==> src/rtl/forthsuper_pkg.sv <==
// rtl/forthsuper_pkg.sv - shared ForthSuper types: stack op encoding and stack size defaults.
package forthsuper_pkg;

  typedef enum logic [1:0] {
    SS_PICK = 2'd0,
    SS_PUSH = 2'd1,
    SS_POP  = 2'd2,
    SS_LOAD = 2'd3
  } sop_e;

  localparam int DEPTH_DEF = 64;
  localparam int DSZ_DEF   = 32;

endpackage

==> src/rtl/ss_ram.sv <==
// rtl/ss_ram.sv - stack spill RAM: DEPTH x DSZ, asynchronous read, synchronous write.
module ss_ram #(
  parameter int DEPTH = 64,
  parameter int DSZ   = 32,
  localparam int AW   = $clog2(DEPTH)
) (
  input  logic           clk,
  input  logic           we,
  input  logic [AW-1:0]  waddr,
  input  logic [DSZ-1:0] wdata,
  input  logic [AW-1:0]  raddr,
  output logic [DSZ-1:0] rdata
);

  logic [DSZ-1:0] mem [DEPTH];

  always_ff @(posedge clk) begin
    if (we) mem[waddr] <= wdata;
  end

  // Reads see the contents before this cycle's write lands.
  assign rdata = mem[raddr];

endmodule

==> src/rtl/modport_stack.sv <==
// rtl/modport_stack.sv - ForthSuper data stack engine (tos/s0 registers, RAM spill).
// Define SS_GUARD_EN to block overflow/underflow and expose ovf/udf pulses.
module modport_stack
  import forthsuper_pkg::*;
#(
  parameter int DEPTH = DEPTH_DEF,
  parameter int DSZ   = DSZ_DEF,
  localparam int SSZ  = $clog2(DEPTH)
) (
  input  logic           clk,
  input  logic           rst,
  input  logic           en,
  input  sop_e           op,
  input  logic [DSZ-1:0] vi,
  output logic [SSZ-1:0] sp,
  output logic [DSZ-1:0] s0,
  output logic [DSZ-1:0] tos
`ifdef SS_GUARD_EN
  ,
  output logic           ovf,
  output logic           udf
`endif
);

  logic [SSZ-1:0] sp_up;
  logic [SSZ-1:0] sp_dn;
  logic [SSZ-1:0] pick_n;
  logic [SSZ-1:0] raddr;
  logic [DSZ-1:0] rdata;
  logic           push_ok;
  logic           pop_ok;
  logic           we;

  assign sp_up  = sp + 1'b1;
  assign sp_dn  = sp - 1'b1;
  assign pick_n = vi[SSZ-1:0];
  assign raddr  = (op == SS_POP) ? sp_dn : (sp - pick_n);

`ifdef SS_GUARD_EN
  assign push_ok = (sp != {SSZ{1'b1}});
  assign pop_ok  = (sp != '0);
`else
  assign push_ok = 1'b1;
  assign pop_ok  = 1'b1;
`endif

  assign we = !rst && en && (op == SS_PUSH) && push_ok;

  ss_ram #(.DEPTH(DEPTH), .DSZ(DSZ)) u_ram (
    .clk   (clk),
    .we    (we),
    .waddr (sp_up),
    .wdata (tos),
    .raddr (raddr),
    .rdata (rdata)
  );

  always_ff @(posedge clk) begin
    if (rst) begin
      tos <= '1;
      s0  <= '0;
      sp  <= '0;
    end else if (en) begin
      case (op)
        SS_PUSH: if (push_ok) begin
          s0  <= tos;
          sp  <= sp_up;
          tos <= vi;
        end
        SS_POP: if (pop_ok) begin
          tos <= s0;
          s0  <= rdata;
          sp  <= sp_dn;
        end
        SS_LOAD: tos <= vi;
        SS_PICK: tos <= (pick_n == '0) ? s0 : rdata;
        default: ;
      endcase
    end
  end

`ifdef SS_GUARD_EN
  always_ff @(posedge clk) begin
    if (rst) begin
      ovf <= 1'b0;
      udf <= 1'b0;
    end else begin
      ovf <= en && (op == SS_PUSH) && !push_ok;
      udf <= en && (op == SS_POP) && !pop_ok;
    end
  end
`endif

endmodule

==> config.mk <==
export PLATFORM = sky130hd
export DESIGN_NAME = modport_stack
export DESIGN_NICKNAME = d
export VERILOG_FILES = /design/src/rtl/forthsuper_pkg.sv /design/src/rtl/ss_ram.sv /design/src/rtl/modport_stack.sv
export SDC_FILE = /design/constraint.sdc
export NUM_CORES = 2
export LEC_CHECK = 0
export BUFFER_PORTS_ARGS = -buffer_cell sky130_fd_sc_hd__buf_2
export CORE_MARGIN = 2
export CORE_UTILIZATION = 45
export DETAILED_ROUTE_END_ITERATION = 10
export SYNTH_ARGS = -nofsm -noshare
export SYNTH_HDL_FRONTEND = slang
export SYNTH_HIERARCHICAL = 1
export SYNTH_SLANG_ARGS = --single-unit
==> constraint.sdc <==
create_clock -name clk -period 9.1 [get_ports clk]
set_input_delay 1.82 -clock clk [delete_from_list [all_inputs] [get_ports clk]]
set_output_delay 1.82 -clock clk [all_outputs]
set_load 0.01 [all_outputs]
Word-level counts from Yosys, hierarchy flattened
Memory sizes are Yosys's and may differ from the RTL's.
Cells that the tools add are included.
{"block": "op_classes", "add_sub_neg": 3, "n_reduce_logical": 8, "mux": 7, "eq_ne": 3}
{"op": "$pmux W32 S3", "count": 1}
{"op": "$pmux W32 S2", "count": 1}
{"op": "$mux W32", "count": 1}
{"op": "$pmux W6 S2", "count": 1}
{"op": "$add A6 B1 Y6 const B", "count": 1}
{"op": "$logic_not A6 Y1", "count": 1}
{"op": "$mux W6", "count": 1}
{"op": "$sub A6 B1 Y6 const B", "count": 1}
{"op": "$sub A6 B6 Y6", "count": 1}
{"op": "$eq A2 B2 Y1 const B", "count": 2}
{"op": "$eq A2 B1 Y1 const B", "count": 1}
{"op": "$logic_and A1 B1 Y1", "count": 2}
{"op": "$logic_not A2 Y1", "count": 1}
{"op": "$mux W1", "count": 2}
{"op": "$reduce_and A2 Y1", "count": 1}
{"op": "$reduce_bool A2 Y1", "count": 1}
{"op": "$reduce_or A2 Y1", "count": 1}
{"op": "$logic_not A1 Y1", "count": 1}
{"block": "totals", "mem_bits_rw": 2048, "memories": 1, "ff_bits": 70}
{"name": "u_ram.mem", "depth": 64, "word_bits": 32, "rd": 1, "rd_clocked_by_memory_dff": 0, "wr": 1, "line": "ss_ram.sv:15", "source": "logic [DSZ-1:0] mem [DEPTH];"}

Longest topological paths before layout
{"block": "depth", "ltp_word": 5, "ltp_mapped": 19, "mapped_depth_nobuf": 15}

Modules after synthesis
Netlist, hierarchy kept.
{"module": "ss_ram", "instances": 1, "area_each_um2": 77874.7, "cells_per_inst": 3292, "seq_area_each_um2": 61499.0}
{"module": "modport_stack", "instances": 1, "area_each_um2": 3976.3, "cells_per_inst": 471, "seq_area_each_um2": 1401.3}

Worst setup path before layout
Ideal clock, no wire load.
{"block": "synth_timing", "path_type": "input -> register", "from": "input rst", "to": "memory u_ram.mem[48][0], enable pin", "arrival_ps": 5229, "path_stages": 7, "slack_ps": 3410, "setup_time_ps": 461, "cell_sequence": "clkbuf_1 clkbuf_1 clkbuf_1 nor2_1 nor2b_1 nand4b_1 nor3_1"}
{"block": "synth_between", "elab_chain_len": 5}
{"element": "start, declared", "line": "modport_stack.sv:11", "source": "input logic rst,"}
{"element": "$logic_not A1 Y1", "line": "modport_stack.sv:47", "source": "assign we = !rst && en && (op == SS_PUSH) && push_ok;"}
{"element": "$logic_and A1 B1 Y1 (2 in series)", "line": "modport_stack.sv:47"}
{"element": "via we", "line": "modport_stack.sv:32", "source": "logic we;"}
{"element": "$mux W1", "line": "ss_ram.sv:18", "source": "if (we) mem[waddr] <= wdata;"}
{"element": "$mux W1 (not written as such)", "line": "ss_ram.sv:18"}
{"element": "end, declared", "line": "ss_ram.sv:15"}
The timed path passes the listed nets, and every way through them passes these cells.

Worst setup path after layout
{"block": "layout_timing", "from": "input op[0]", "to": "register tos[17]"}
{"block": "layout_between", "elab_chain_len": 5}
{"element": "start, declared", "line": "modport_stack.sv:13", "source": "input sop_e op,"}
{"element": "$eq A2 B2 Y1", "line": "modport_stack.sv:37", "source": "assign raddr = (op == SS_POP) ? sp_dn : (sp - pick_n);"}
{"element": "$mux W6", "line": "modport_stack.sv:37"}
{"element": "via raddr[0]", "line": "modport_stack.sv:28", "source": "logic [SSZ-1:0] raddr;"}
{"element": "$mem_v2 Z64 W32"}
{"element": "via rdata[17]", "line": "modport_stack.sv:29", "source": "logic [DSZ-1:0] rdata;"}
{"element": "$mux W32", "line": "modport_stack.sv:76", "source": "SS_PICK: tos <= (pick_n == '0) ? s0 : rdata;"}
{"element": "$pmux W32 S3", "line": "modport_stack.sv:64", "source": "case (op)"}
{"element": "end signal, assigned", "line": "modport_stack.sv:68", "source": "tos <= vi;"}
{"element": "end signal, assigned", "line": "modport_stack.sv:75", "source": "SS_LOAD: tos <= vi;"}
{"element": "end signal, assigned", "line": "modport_stack.sv:76"}
{"element": "end, declared", "line": "modport_stack.sv:17", "source": "output logic [DSZ-1:0] tos"}
The timed path passes the listed nets, and every way through them passes these cells.
A chain may end at the register's enable or synchronous reset.

==> results.tsv <==
stage	metric	value	unit
status	status	finished clean	
power	peakVddDrop	153	uV
layout	nNetsFinal	4072	
hold_path	min_from	s0[22]	
timing	finalMaxSlewViolations	0	
clock_tree	cts_max_level	4	
die	rows	156	
routing	drtPass1Iterations	5	
timing	rsz0062_at_grt	no	
yosys	synth_top_area_frac	0.751	
yosys	yosys_warnings	6	
routing	wl	235000	um
setup_path	critPathRequiredTime	9.83	ns
clock_tree	cts_made_buffers	208	
timing	slew_headroom	0.158	
clock_tree	clock_sinks	2118	
routing	drt.antenna.violating_nets	0	
grt	antenna_found_initial	5	
clock_tree	cts_buffer_depth	3	
die	die_y	430	um
placed_design	port_buffers	106	
layout	area_delta_synth_final	13.5	%
power	p_per_area	244	nW/um^2
yosys	yosysSeqAreaShare	0.768	
timing	skew	0.0450	ns
timing	hold_slack	0.524	ns
setup_path	endpoint_kind	flip-flop	
setup_path	crit_path_max_incr_delay	0.96	ns
yosys	yosysMostFrequentCell	edfxtp_1	
yosys	avgSynthCellArea	21.8	um^2
setup_path	cp-start-kind	input port	
grt	grt_max_degree	97	
hold_path	min_to	s0[22]	
die	ios	107	
placed_design	dp_slack	2.22	ns
setup_path	path_depth	12	
yosys	synthCells	3763	
setup_path	crit_type	input port to flip-flop	
grt	gr-usage-all-layers	0.254	
setup_path	path_delay_family	multiplexers	
timing	worst_slew_pin_slew	1.24	ns
timing	tns	0	ns
power	fin_total_pwr	22.6	mW
yosys	async_reset_ff_frac	0	
routing	wl_per_cell	35.8	um
clock_tree	cts_hold_buf	0	
layout	drive_gt1_frac	0.290	
setup_path	worstReg2RegEnd	s0[29]	
grt	first_global_vias	41100	
setup_path	cp_max_fo	47	
routing	vias	41600	
yosys	synth_area_leaders	edfxtp_1, mux4_2, dfxtp_1, mux2i_1, nor2_1	
setup_path	r2r_start	sp[0]	
layout	finalNonFillerCells	6574	
die	initial_utilization	0.453	
yosys	synth_seq_cells	2118	
setup_path	crit_arrival	6.83	ns
grt	gr-total-overflow	0	
hold_path	worstHoldPathCells	2	
setup_path	crit_buf_inv	4	
routing	drc	0	
yosys	yosys.cell_types.count	54	
yosys	synthTopCellsByCount	edfxtp_1, mux4_2, nor2_1	
yosys	synth_edf_count	2048	
placed_design	dpl.hpwl	130000	um
clock_tree	post-cts-setup-buffers	0	
power	power.leakage	28.9	nW
timing	fin_crit	6.09	ns
yosys	syn_area	81900	um^2
job	drv_cap	0	
clock_tree	clk_pin_slew	0.06	ns
clock_tree	cts_resized	0	
die	die_w	430	um
timing	timing.fmax	0.164	GHz
yosys	yosysTopAreaCell	edfxtp_1	
clock_tree	cts-root-buf	clkbuf_16	
setup_path	ff2ff_setup_slack	3.71	ns
timing	hold_viol	0	
timing	final.period_utilization	0.670	
setup_path	r2r_cells	13	
clock_tree	clock_latency	0.86	ns
routing	viasPerCell	6.32	
timing	setup_viol	0	
placed_design	gp_congestion	0.828	
die	die_area	185000	um^2
routing	drtIter0Drc	5188	
grt	grt_pass1_wl	327000	um
clock_tree	cts_tree	built	
yosys	ys.flop_type	edfxtp_1	
yosys	syn-num-nets	3812	
hold_path	holdCritPathClass	flip-flop to flip-flop	
die	core	181000	um^2
timing	fin_ws	3.01	ns
setup_path	crit_path_cell_trace	buf_2 > inv_1 > ha_4 > mux2i_4 > buf_12 > buf_4 > mux4_2 > mux2i_1 > nor2_1 > o32ai_1 > nor3_1 > a221o_1	
placed_design	dp.cells	6183	
setup_path	crit_slowest_cell	mux2i_4	
==> layer usage <==
metal,routed length [um],up-vias,GRT usage
met1,92000,22700,0.350
met3,19500,380,0.0444
met2,114000,2086,0.410
met5,0,-,0
met4,9490,0,0.0953
li1,-,16400,-
==> registers in the layout (all words and copies together) (netlist names) <==
name	cells
sp	6
u_ram/mem	2048
tos	32
s0	32
==> final cells by class <==
class	count	area, um^2
Antenna cell	10	25.0
Timing Repair Buffer	273	1970
Fill cell	14100	87800
Sequential cell	2118	62900
Tap cell	2370	2970
Inverter	16	60.1
Clock buffer	277	5610
Clock inverter	104	947
Multi-Input combinational cell	1406	18400
==> worst max path at each step <==
stage | start | to | slack (ns)
2_1_floorplan | rst | u_ram/mem[48][0] | 3.41
3_3_place_gp | op[0] | tos[17] | 2.26
3_5_place_dp | op[0] | tos[17] | 2.22
4_1_cts | op[0] | tos[17] | 3.12
5_1_grt | op[0] | s0[17] | 2.73
6_report | op[0] | tos[17] | 3.01
==> power by group <==
part | internal [mW] | switching, mW | leakage [nW] | total, mW
Sequential | 10.9 | 0.0784 | 18.7 | 11.0
Combinational | 1.31 | 2.09 | 7.00 | 3.40
Clock | 4.64 | 3.63 | 3.20 | 8.28
==> tightest hold or removal path: stages (launching register included) <==
cell and delay [ns]:
dfxtp_1 0.32, nor2_1 0.10, a211oi_1 0.05
==> metrics by stage <==
| step | cell area [um^2] | util |
|---|---|---|
| 2_1_floorplan | 81900 | - |
| 3_3_place_gp | 86300 | 0.478 |
| 4_1_cts | 92900 | 0.514 |
| 5_1_grt | 92900 | 0.514 |
| 6_report | 92900 | 0.514 |
| 3_5_place_dp | 86300 | 0.478 |
==> cells in the final DEF, fill, tap and decap left out, types with 10 or more instances in the layout <==
cell | synthesis | layout
a22oi_1 | 13 | 13
mux2i_1 | 129 | 127
nor2_1 | 177 | 114
buf_4 | 25 | 153
clkbuf_1 | 93 | 57
buf_2 | 68 | 105
clkbuf_8 | 0 | 10
dfxtp_2 | 0 | 32
clkbuf_16 | 0 | 210
nand2_1 | 60 | 60
inv_1 | 16 | 15
buf_12 | 0 | 15
clkinv_2 | 0 | 38
o221ai_1 | 27 | 27
diode_2 | 0 | 10
nor2_4 | 0 | 63
nand3_1 | 36 | 36
a221o_1 | 36 | 36
a21oi_1 | 100 | 100
o22ai_1 | 84 | 84
dfxtp_1 | 70 | 38
mux4_2 | 544 | 544
a211oi_1 | 33 | 33
clkinv_1 | 0 | 41
edfxtp_1 | 2048 | 2048
nor2b_1 | 17 | 17
ha_1 | 11 | 10
bufinv_16 | 0 | 11
nand2b_1 | 37 | 36
==> cells by family (layout without fill, tap and decap cells) <==
family          Yosys count  in the layout  synth area share
compound gates          329            329            0.0275
fa+ha+maj                12             12           0.00193
flops                  2118           2118             0.768
other cells               0             10                 0
buf+inv                 239            670            0.0138
xor+xnor                  9              9          0.000963
mux                     674            674             0.166
simple gates            382            382            0.0217
Power figures use the tool's default switching activity.
